--- src/rtl/serial_subtractor_if.sv ---
// Operand/result bundle for serial_subtractor: master drives Start and operands,
// slave returns Busy/Done and the registered difference (plus Ovf under SERIAL_SUB_OVF_EN).
interface serial_subtractor_if #(
  parameter int WIDTH = 4
);
  logic             Start;
  logic [WIDTH-1:0] A;
  logic [WIDTH-1:0] B;
  logic             B_in;
  logic             Busy;
  logic             Done;
  logic [WIDTH-1:0] diff;
  logic             B_out;
`ifdef SERIAL_SUB_OVF_EN
  logic             Ovf;
`endif

  modport master (
    output Start, A, B, B_in,
`ifdef SERIAL_SUB_OVF_EN
    input  Ovf,
`endif
    input  Busy, Done, diff, B_out
  );

  modport slave (
    input  Start, A, B, B_in,
`ifdef SERIAL_SUB_OVF_EN
    output Ovf,
`endif
    output Busy, Done, diff, B_out
  );
endinterface

--- src/rtl/serial_subtractor.sv ---
// Bit-serial A - B - B_in, LSB first; Done pulses WIDTH+1 cycles after an accepted Start.
// Start is ignored (not queued) while Busy; SERIAL_SUB_OVF_EN adds a registered signed-overflow flag Ovf.
module serial_subtractor #(
  parameter int WIDTH = 4
) (
  input  logic                Clock,
  input  logic                Reset_n,
  serial_subtractor_if.slave  bus
);
  localparam int CW = (WIDTH > 2) ? $clog2(WIDTH) : 1;

  typedef enum logic [1:0] {
    IDLE  = 2'd0,
    SHIFT = 2'd1,
    DONE  = 2'd2
  } state_t;

  state_t           state;
  state_t           state_nxt;

  logic [WIDTH-1:0] a_sr;
  logic [WIDTH-1:0] b_sr;
  logic [WIDTH-2:0] res_sr;
  logic [WIDTH-1:0] res_nxt;
  logic             bor;
  logic [CW-1:0]    cnt;

  logic             start_acc;
  logic             last_bit;
  logic             d_bit;
  logic             bor_nxt;

  logic [WIDTH-1:0] diff_q;
  logic             b_out_q;
`ifdef SERIAL_SUB_OVF_EN
  logic             ovf_q;
`endif

  assign start_acc = bus.Start && (state != SHIFT);
  assign last_bit  = (state == SHIFT) && (cnt == CW'(WIDTH - 1));

  assign d_bit   = a_sr[0] ^ b_sr[0] ^ bor;
  assign bor_nxt = (~a_sr[0] & b_sr[0]) | (~a_sr[0] & bor) | (b_sr[0] & bor);
  // Result fills from the top; the final bit completes it without an extra shift.
  assign res_nxt = {d_bit, res_sr};

  always_comb begin
    state_nxt = state;
    case (state)
      IDLE:    if (bus.Start) state_nxt = SHIFT;
      SHIFT:   if (last_bit)  state_nxt = DONE;
      DONE:    state_nxt = bus.Start ? SHIFT : IDLE;
      default: state_nxt = IDLE;
    endcase
  end

  always_ff @(posedge Clock or negedge Reset_n) begin
    if (!Reset_n) begin
      state <= IDLE;
    end else begin
      state <= state_nxt;
    end
  end

  always_ff @(posedge Clock or negedge Reset_n) begin
    if (!Reset_n) begin
      a_sr   <= '0;
      b_sr   <= '0;
      res_sr <= '0;
      bor    <= 1'b0;
      cnt    <= '0;
    end else if (start_acc) begin
      a_sr   <= bus.A;
      b_sr   <= bus.B;
      res_sr <= '0;
      bor    <= bus.B_in;
      cnt    <= '0;
    end else if (state == SHIFT) begin
      a_sr   <= a_sr >> 1;
      b_sr   <= b_sr >> 1;
      res_sr <= res_nxt[WIDTH-1:1];
      bor    <= bor_nxt;
      cnt    <= last_bit ? '0 : cnt + CW'(1);
    end
  end

  // Outputs move only on the completing edge, so partial results never show.
  always_ff @(posedge Clock or negedge Reset_n) begin
    if (!Reset_n) begin
      diff_q  <= '0;
      b_out_q <= 1'b0;
    end else if (last_bit) begin
      diff_q  <= res_nxt;
      b_out_q <= bor_nxt;
    end
  end

`ifdef SERIAL_SUB_OVF_EN
  // On the last bit a_sr[0]/b_sr[0] hold the operand MSBs and d_bit is the result MSB.
  always_ff @(posedge Clock or negedge Reset_n) begin
    if (!Reset_n) begin
      ovf_q <= 1'b0;
    end else if (last_bit) begin
      ovf_q <= (a_sr[0] ^ b_sr[0]) & (a_sr[0] ^ d_bit);
    end
  end

  assign bus.Ovf = ovf_q;
`endif

  assign bus.Busy  = (state == SHIFT);
  assign bus.Done  = (state == DONE);
  assign bus.diff  = diff_q;
  assign bus.B_out = b_out_q;
endmodule
--- src/flat_wrapper.sv ---
// flat-port wrapper written by rule: the top's interface ports become plain ports
module serial_subtractor_flat 
#(
  parameter int WIDTH = 4
)
  (Clock, Reset_n, bus_Start, bus_A, bus_B, bus_B_in, bus_Busy, bus_Done, bus_diff, bus_B_out);
  serial_subtractor_if #(.WIDTH(WIDTH)) bus_i ();
  input  logic Clock;
  input  logic Reset_n;
  input wire logic [$bits(bus_i.Start)-1:0] bus_Start;
  input wire logic [$bits(bus_i.A)-1:0] bus_A;
  input wire logic [$bits(bus_i.B)-1:0] bus_B;
  input wire logic [$bits(bus_i.B_in)-1:0] bus_B_in;
  output wire logic [$bits(bus_i.Busy)-1:0] bus_Busy;
  output wire logic [$bits(bus_i.Done)-1:0] bus_Done;
  output wire logic [$bits(bus_i.diff)-1:0] bus_diff;
  output wire logic [$bits(bus_i.B_out)-1:0] bus_B_out;
  assign bus_i.Start = bus_Start;
  assign bus_i.A = bus_A;
  assign bus_i.B = bus_B;
  assign bus_i.B_in = bus_B_in;
  assign bus_Busy = bus_i.Busy;
  assign bus_Done = bus_i.Done;
  assign bus_diff = bus_i.diff;
  assign bus_B_out = bus_i.B_out;
  serial_subtractor #(.WIDTH(WIDTH)) u_core (.Clock(Clock), .Reset_n(Reset_n), .bus(bus_i));
endmodule
--- config.mk ---
export PLATFORM = sky130hd
export DESIGN_NAME = serial_subtractor_flat
export DESIGN_NICKNAME = d
export VERILOG_FILES = /design/src/rtl/serial_subtractor_if.sv /design/src/rtl/serial_subtractor.sv /design/src/flat_wrapper.sv
export SDC_FILE = /design/constraint.sdc
export NUM_CORES = 1
export LEC_CHECK = 0
export BUFFER_PORTS_ARGS = -buffer_cell sky130_fd_sc_hd__buf_2
export CAP_MARGIN = 15
export CORE_ASPECT_RATIO = 1.1
export CORE_UTILIZATION = 35
export CTS_CLUSTER_DIAMETER = 150
export DETAILED_ROUTE_END_ITERATION = 10
export PLACE_DENSITY = 0.67
export REMOVE_ABC_BUFFERS = 1
export SLEW_MARGIN = 20
export SYNTH_ARGS = -nofsm -noshare
export SYNTH_HDL_FRONTEND = slang
export SYNTH_SLANG_ARGS = --single-unit
--- constraint.sdc ---
create_clock -name Clock -period 2.9 [get_ports Clock]
set_input_delay 0.58 -clock Clock [delete_from_list [all_inputs] [get_ports Clock]]
set_output_delay 0.58 -clock Clock [all_outputs]
set_load 0.005 [all_outputs]
==> impl_metrics.yaml, run 1 <==
run_status:
  status: "finished, final reports clean"
layout:
  layout_common_cells: "21 x dfrtp_1, 18 x buf_2, 15 x mux2_2"
  layout_commonest_cell: "dfrtp_1"
  n_fill_cell: 261
  area_growth_syn_to_layout_pct: 13.7
  diodes: 0
  num-nets-final: 102
  drive_gt1_share_pct: 51.7
  final_util_pct: 43.3
timing:
  fin_crit_sh_pct: 68.0
  fin_crit_ns: 1.97
  hold_viol_final: 0
  final-setup-viol-count: 0
  max_slew.worst_pin.slew_ns: 0.465
  fmax_ghz: 0.507
  slew_headroom_pct: 69.0
  slew_violations: 0
  skew_ns: 0.0115
  rsz0062_at_grt: "false"
  tns_ns: 0
grt:
  grtUsageTotal_pct: 12.1
  grt_overflow: 0
  grt_max_degree: 22
  first_global_vias: 572
  grt_pass1_wl_mm: 2.63
  antenna_found_initial: 0
logic_synthesis:
  syn_area_um2: 977
  synth.distinct_cells: 16
  synth_seq_cells: 21
  ys_seq_area_share_pct: 53.8
  syn_inst: 67
  yosysWarnings: 0
  avgSynthCellArea_um2: 14.6
die:
  die_x_um: 52.4
  die_area_um2: 3010
  core-area_um2: 2570
  ios: 19
  die_y_um: 57.4
  core.rowCount: 19
  start_util_pct: 38.1
drt:
  drt_wl_total_mm: 1.52
  drt-initial-drc-count: 8
  avgViaCountPerCell: 4.90
  post-route-drc-count: 0
  wl_per_cell_um: 12.9
  final_antenna_net_count: 0
  route.vias.total: 578
  first_pass_iters: 4
setup_path:
  arrival_ns: 1.39
  cpMaxStageDelayCell: "dfrtp_1"
  path_buf_inv: 2
  crit_chain: "nand2b_2 > inv_1 > buf_2"
  crit_path_start_kind: "flop"
  crit_fanout: 14
  crit_required_ns: 2.32
  critPathCaptureType: "primary output"
  critical_path_class: "flop to primary output"
  path_delay_family: "flip-flops"
  slowest_delay_ns: 0.42
power_and_ir_drop:
  ir_drop_uv: 589
  p_leak_nw: 0.571
  power_density_nw_per_um2: 961
run:
  maxCapViolations: 0
clock_tree:
  clk_pin_slew_ns: 0.12
  post_cts_resize_count: 0
  cts_tree: "done"
  numCtsBuffers: 3
  worstSkewPairLatency_ns: 0.31
  postCtsHoldBufs: 0
  cts_root_buffer: "clkbuf_4"
  cts.sinks: 21
  htreeDepth: 1
  clk_path_buf_depth: 2
  post_cts_buffers: 0
place:
  port_buffers: 18
  dp.final_hpwl_mm: 1.07
  gp_congestion: 0.655
worst_hold_path:
  hold_path_class: "input port to async pin"
-- cell families (layout without fill, tap and decap cells) --
| group | Yosys count | after routing | synth area share, % |
|---|---|---|---|
| buf+inv | 7 | 27 | 4.23 |
| compound gates | 2 | 2 | 1.54 |
| mux | 25 | 25 | 30.6 |
| flops | 21 | 21 | 53.8 |
| simple gates | 10 | 10 | 6.53 |
| fa+ha+maj | 2 | 2 | 3.33 |
-- layout make-up --
cell class	count	area, µm²	share of cell area (%)
Inverter	5	18.8	1.69
Tap cell	31	38.8	3.49
Multi-Input combinational cell	39	410	36.9
Timing Repair Buffer	18	90.1	8.11
Sequential cell	21	526	47.3
Clock buffer	3	22.5	2.03
Clock inverter	1	5.00	0.450
-- registers in the layout, summed over array words and instances (netlist names) --
name / flops
u_core.a_sr: 4
u_core.b_sr: 4
u_core.bus.diff: 4
u_core.res_sr: 3
u_core.cnt: 2
u_core.state: 2
u_core.bor: 1
u_core.bus.B_out: 1
-- cell usage after synthesis (all sizes together) --
cell type   n  area [µm²]
buf         2        22.5
o22ai       1        6.26
inv         5        18.8
nand3b      1        7.51
fa          1        20.0
mux2       21         259
mux2i       4        40.0
nor2b       4        25.0
nor4b       1        8.76
ha          1        12.5
a31o        1        8.76
nor2        2        7.51
nand2b      2        15.0
dfrtp      21         526
-- layer usage --
metal  wire length [µm]  vias to the layer above  global-route usage (%)
li1                   -                      274                       -
met1                696                      286                    15.4
met2                733                       13                    19.0
met5                  0                        -                       0
met3                 51                        5                    2.40
met4                 42                        0                    6.77
-- report_power, final --
| group | switching (W) | internal [W] | total, W |
|---|---|---|---|
| sequential | 0.0000736 | 0.000420 | 0.000494 |
| clock | 0.0000889 | 0.0000514 | 0.000140 |
| combinational | 0.000172 | 0.000262 | 0.000434 |
-- worst paths after layout --
| kind | slack [ns] | cells after the start | end | from |
|---|---|---|---|---|
| setup reg to reg | 1.47 | 3 | u_core.bus.B_out | u_core.cnt[0] |
| hold / removal | 0.20 | 1 | u_core.state[1] | Reset_n |
| hold reg to reg | 0.51 | 1 | u_core.bus.diff[0] | u_core.res_sr[0] |
| max in group asynchronous | 2.37 | 1 | u_core.b_sr[0] | Reset_n |
| min in group Clock | 0.51 | 1 | u_core.bus.diff[0] | u_core.res_sr[0] |
| setup / recovery | 0.93 | 3 | bus_Busy | u_core.state[1] |
-- per-stage QoR --
| step | setup slack [ns] | cells | instance area (µm²) | power [W] | hold slack, ns |
|---|---|---|---|---|---|
| 2_1_floorplan | 1.50 | 65 | 955 | 0.000818 | 0.284 |
| 3_5_place_dp | 1.25 | 114 | 1080 | 0.000942 | 0.489 |
| 4_1_cts | 0.918 | 118 | 1110 | 0.00109 | 0.219 |
| 6_report | 0.928 | 118 | 1110 | 0.00107 | 0.204 |
| 3_3_place_gp | 1.28 | 114 | 1080 | 0.000920 | 0.481 |
| 5_1_grt | 0.797 | 118 | 1110 | 0.00116 | 0.223 |
No activity file was read; power rests on OpenSTA's default activity.
==> run 2, diff against run 1 <==
- PLACE_DENSITY: 0.67 -> 0.69
- clock period: 2.9 -> 1.6 ns (I/O delays scaled with it)
==> run 2 against run 1 <==
  * Total power increased by 86%
  * Global-route usage increased by 0.55 points
  * Setup slack got worse by 0.85 ns
  * Critical path depth unchanged
  * Sequential power increased by 84%
  * Clock-buffer cell count unchanged
  * Non-clock buffer count increased by 2
  * Hold slack improved by 0.054 ns
  * Largest power group unchanged
  * Combinational power increased by 90%
  * Sequential share of layout area decreased by 0.94 points
==> impl_metrics.yaml, run 2 (synthesis gave the netlist of run 1 again) <==
run_status:
  status: "finished, final reports clean"
layout:
  area_growth_syn_to_layout_pct: 16.0
  diodes: 0
  num-nets-final: 104
  drive_gt1_share_pct: 51.7
  fin_area_um2: 1130
  stdcell_count: 120
  layout_commonest_cell: "dfrtp_1"
  layout_common_cells: "21 x dfrtp_1, 18 x buf_2, 15 x mux2_2"
drt:
  avgViaCountPerCell: 4.82
  post-route-drc-count: 0
  top_layer: "met4"
  first_pass_iters: 2
  route.vias.total: 578
  dr_wl_met2_um: 765
  wl_per_cell_um: 13.5
  drt-initial-drc-count: 2
  drt_wl_total_mm: 1.62
  wl_met1_um: 745
  wl_met3_um: 75
  final_antenna_net_count: 0
setup_path:
  crit_chain: "nand2b_4 > inv_1 > buf_2"
  r2r-end: "u_core.bus.B_out"
  critical_path_class: "flop to primary output"
  crit_path_start_kind: "flop"
  cpMaxStageDelayCell: "dfrtp_1"
  critPathCaptureType: "primary output"
  r2r_setup_slack_ns: 0.22
  slowest_delay_ns: 0.43
  crit_fanout: 10
  path_delay_family: "flip-flops"
  reg2regPathDepth: 3
  crit_required_ns: 1.28
  arrival_ns: 1.20
  path_buf_inv: 2
  r2r_start: "u_core.cnt[0]"
die:
  start_util_pct: 38.1
  core.rowCount: 19
  core-area_um2: 2570
  die_area_um2: 3010
  die_y_um: 57.4
  die_x_um: 52.4
  ios: 19
power_and_ir_drop:
  swShare_pct: 31.7
  p_leak_nw: 0.582
  pwr-share-clk_pct: 12.9
  pwr-share-seq_pct: 45.7
  ir_drop_uv: 941
  p_int_w: 0.00136
  netSwitchingPower_w: 0.000629
  finalPower_w: 0.00199
  power_frac_comb_pct: 41.4
  power_density_nw_per_um2: 1750
timing:
  slew_violations: 0
  fin_crit_sh_pct: 95.0
  final-setup-viol-count: 0
  skew_ns: 0.0102
  rsz0062_at_grt: "false"
  max_slew.worst_pin.slew_ns: 0.480
  fin_crit_ns: 1.52
  fmax_ghz: 0.658
  hold_viol_final: 0
  tns_ns: 0
  hold_slack_ns: 0.258
  slew_headroom_pct: 68.0
run:
  maxCapViolations: 0
place:
  post_dp_cell_area_um2: 1090
  dp.final_hpwl_mm: 1.10
  dp_cells: 115
  port_buffers: 18
  gp_congestion: 0.711
grt:
  grt_overflow: 0
  first_global_vias: 635
  grt_max_degree: 22
  grt_pass1_wl_mm: 2.75
  antenna_found_initial: 0
  grtUsageTotal_pct: 12.7
worst_hold_path:
  min_to: "u_core.b_sr[3]"
  hold_depth: 3
  min_from: "bus_B[3]"
  hold_path_class: "input port to flop"
clock_tree:
  htreeDepth: 1
  clk_pin_slew_ns: 0.12
  post_cts_buffers: 0
  clk_path_buf_depth: 2
  numCtsBuffers: 3
  worstSkewPairLatency_ns: 0.31
  cts_tree: "done"
  cts_root_buffer: "clkbuf_4"
  cts.sinks: 21
==> run 2: cell count changes in the layout (fill, tap and decap cells not counted), sizes merged <==
cell         before  now
dlygate4sd3       0    1
buf              18   19
==> run 2: worst max path at each step <==
stage	depth (start not counted)	endpoint	from	slack [ns]
after floorplan	3	u_core.bus.B_out	u_core.cnt[0]	0.33
after global routing	3	bus_Busy	u_core.state[1]	0.008
after global placement	3	u_core.b_sr[0]	bus_Start	0.22
after CTS	3	bus_Busy	u_core.state[1]	0.07
after detailed placement	3	u_core.bor	bus_Start	0.21
final	3	bus_Busy	u_core.state[1]	0.08
==> run 2: metal layers <==
metal  vias to the layer above  global-route usage [%]
met4                         0                    5.64
met3                         4                    4.00
li1                        272                       -
met5                         -                       0
met2                        15                    21.5
met1                       287                    14.3
==> run 2: power groups by stage <==
stage	Combinational (W)	Sequential (W)	Clock, W
finish	0.000824	0.000908	0.000256
global placement	0.000797	0.000905	0
CTS	0.000837	0.000906	0.000273
global route	0.000907	0.000938	0.000296
floorplan	0.000596	0.000886	0
detailed placement	0.000819	0.000914	0
==> run 2: metrics by stage <==
stage | util, % | worst slack, ns
floorplan | - | 0.326
global placement | 42.5 | 0.220
detailed placement | 42.5 | 0.213
CTS | 44.2 | 0.0738
global route | 44.2 | 0.00774
finish | 44.2 | 0.0794
==> run 2: what timing repair did <==
action | in CTS | in global routing
endpoints found under the hold margin | 21 | 0
setup endpoints to repair | 1 | 0
gates resized for setup | 1 | 0
hold buffers | 1 | 0
==> run 2: final cells by class <==
cell class              count  area, µm²
clock inverters             1       5.00
well taps                  31       38.8
flip-flops and latches     21        526
multi-input cells          39        415
clock buffers               3       22.5
repair buffers             20        108
fillers                   251       1430
inverters                   5       18.8
==> run 2: worst min-delay path, delay by kind of cell <==
kind | cells | cell delay, ns
and+or+nand+nor | 1 | 0.08
muxes | 1 | 0.05
buffers and inverters | 1 | 0.08
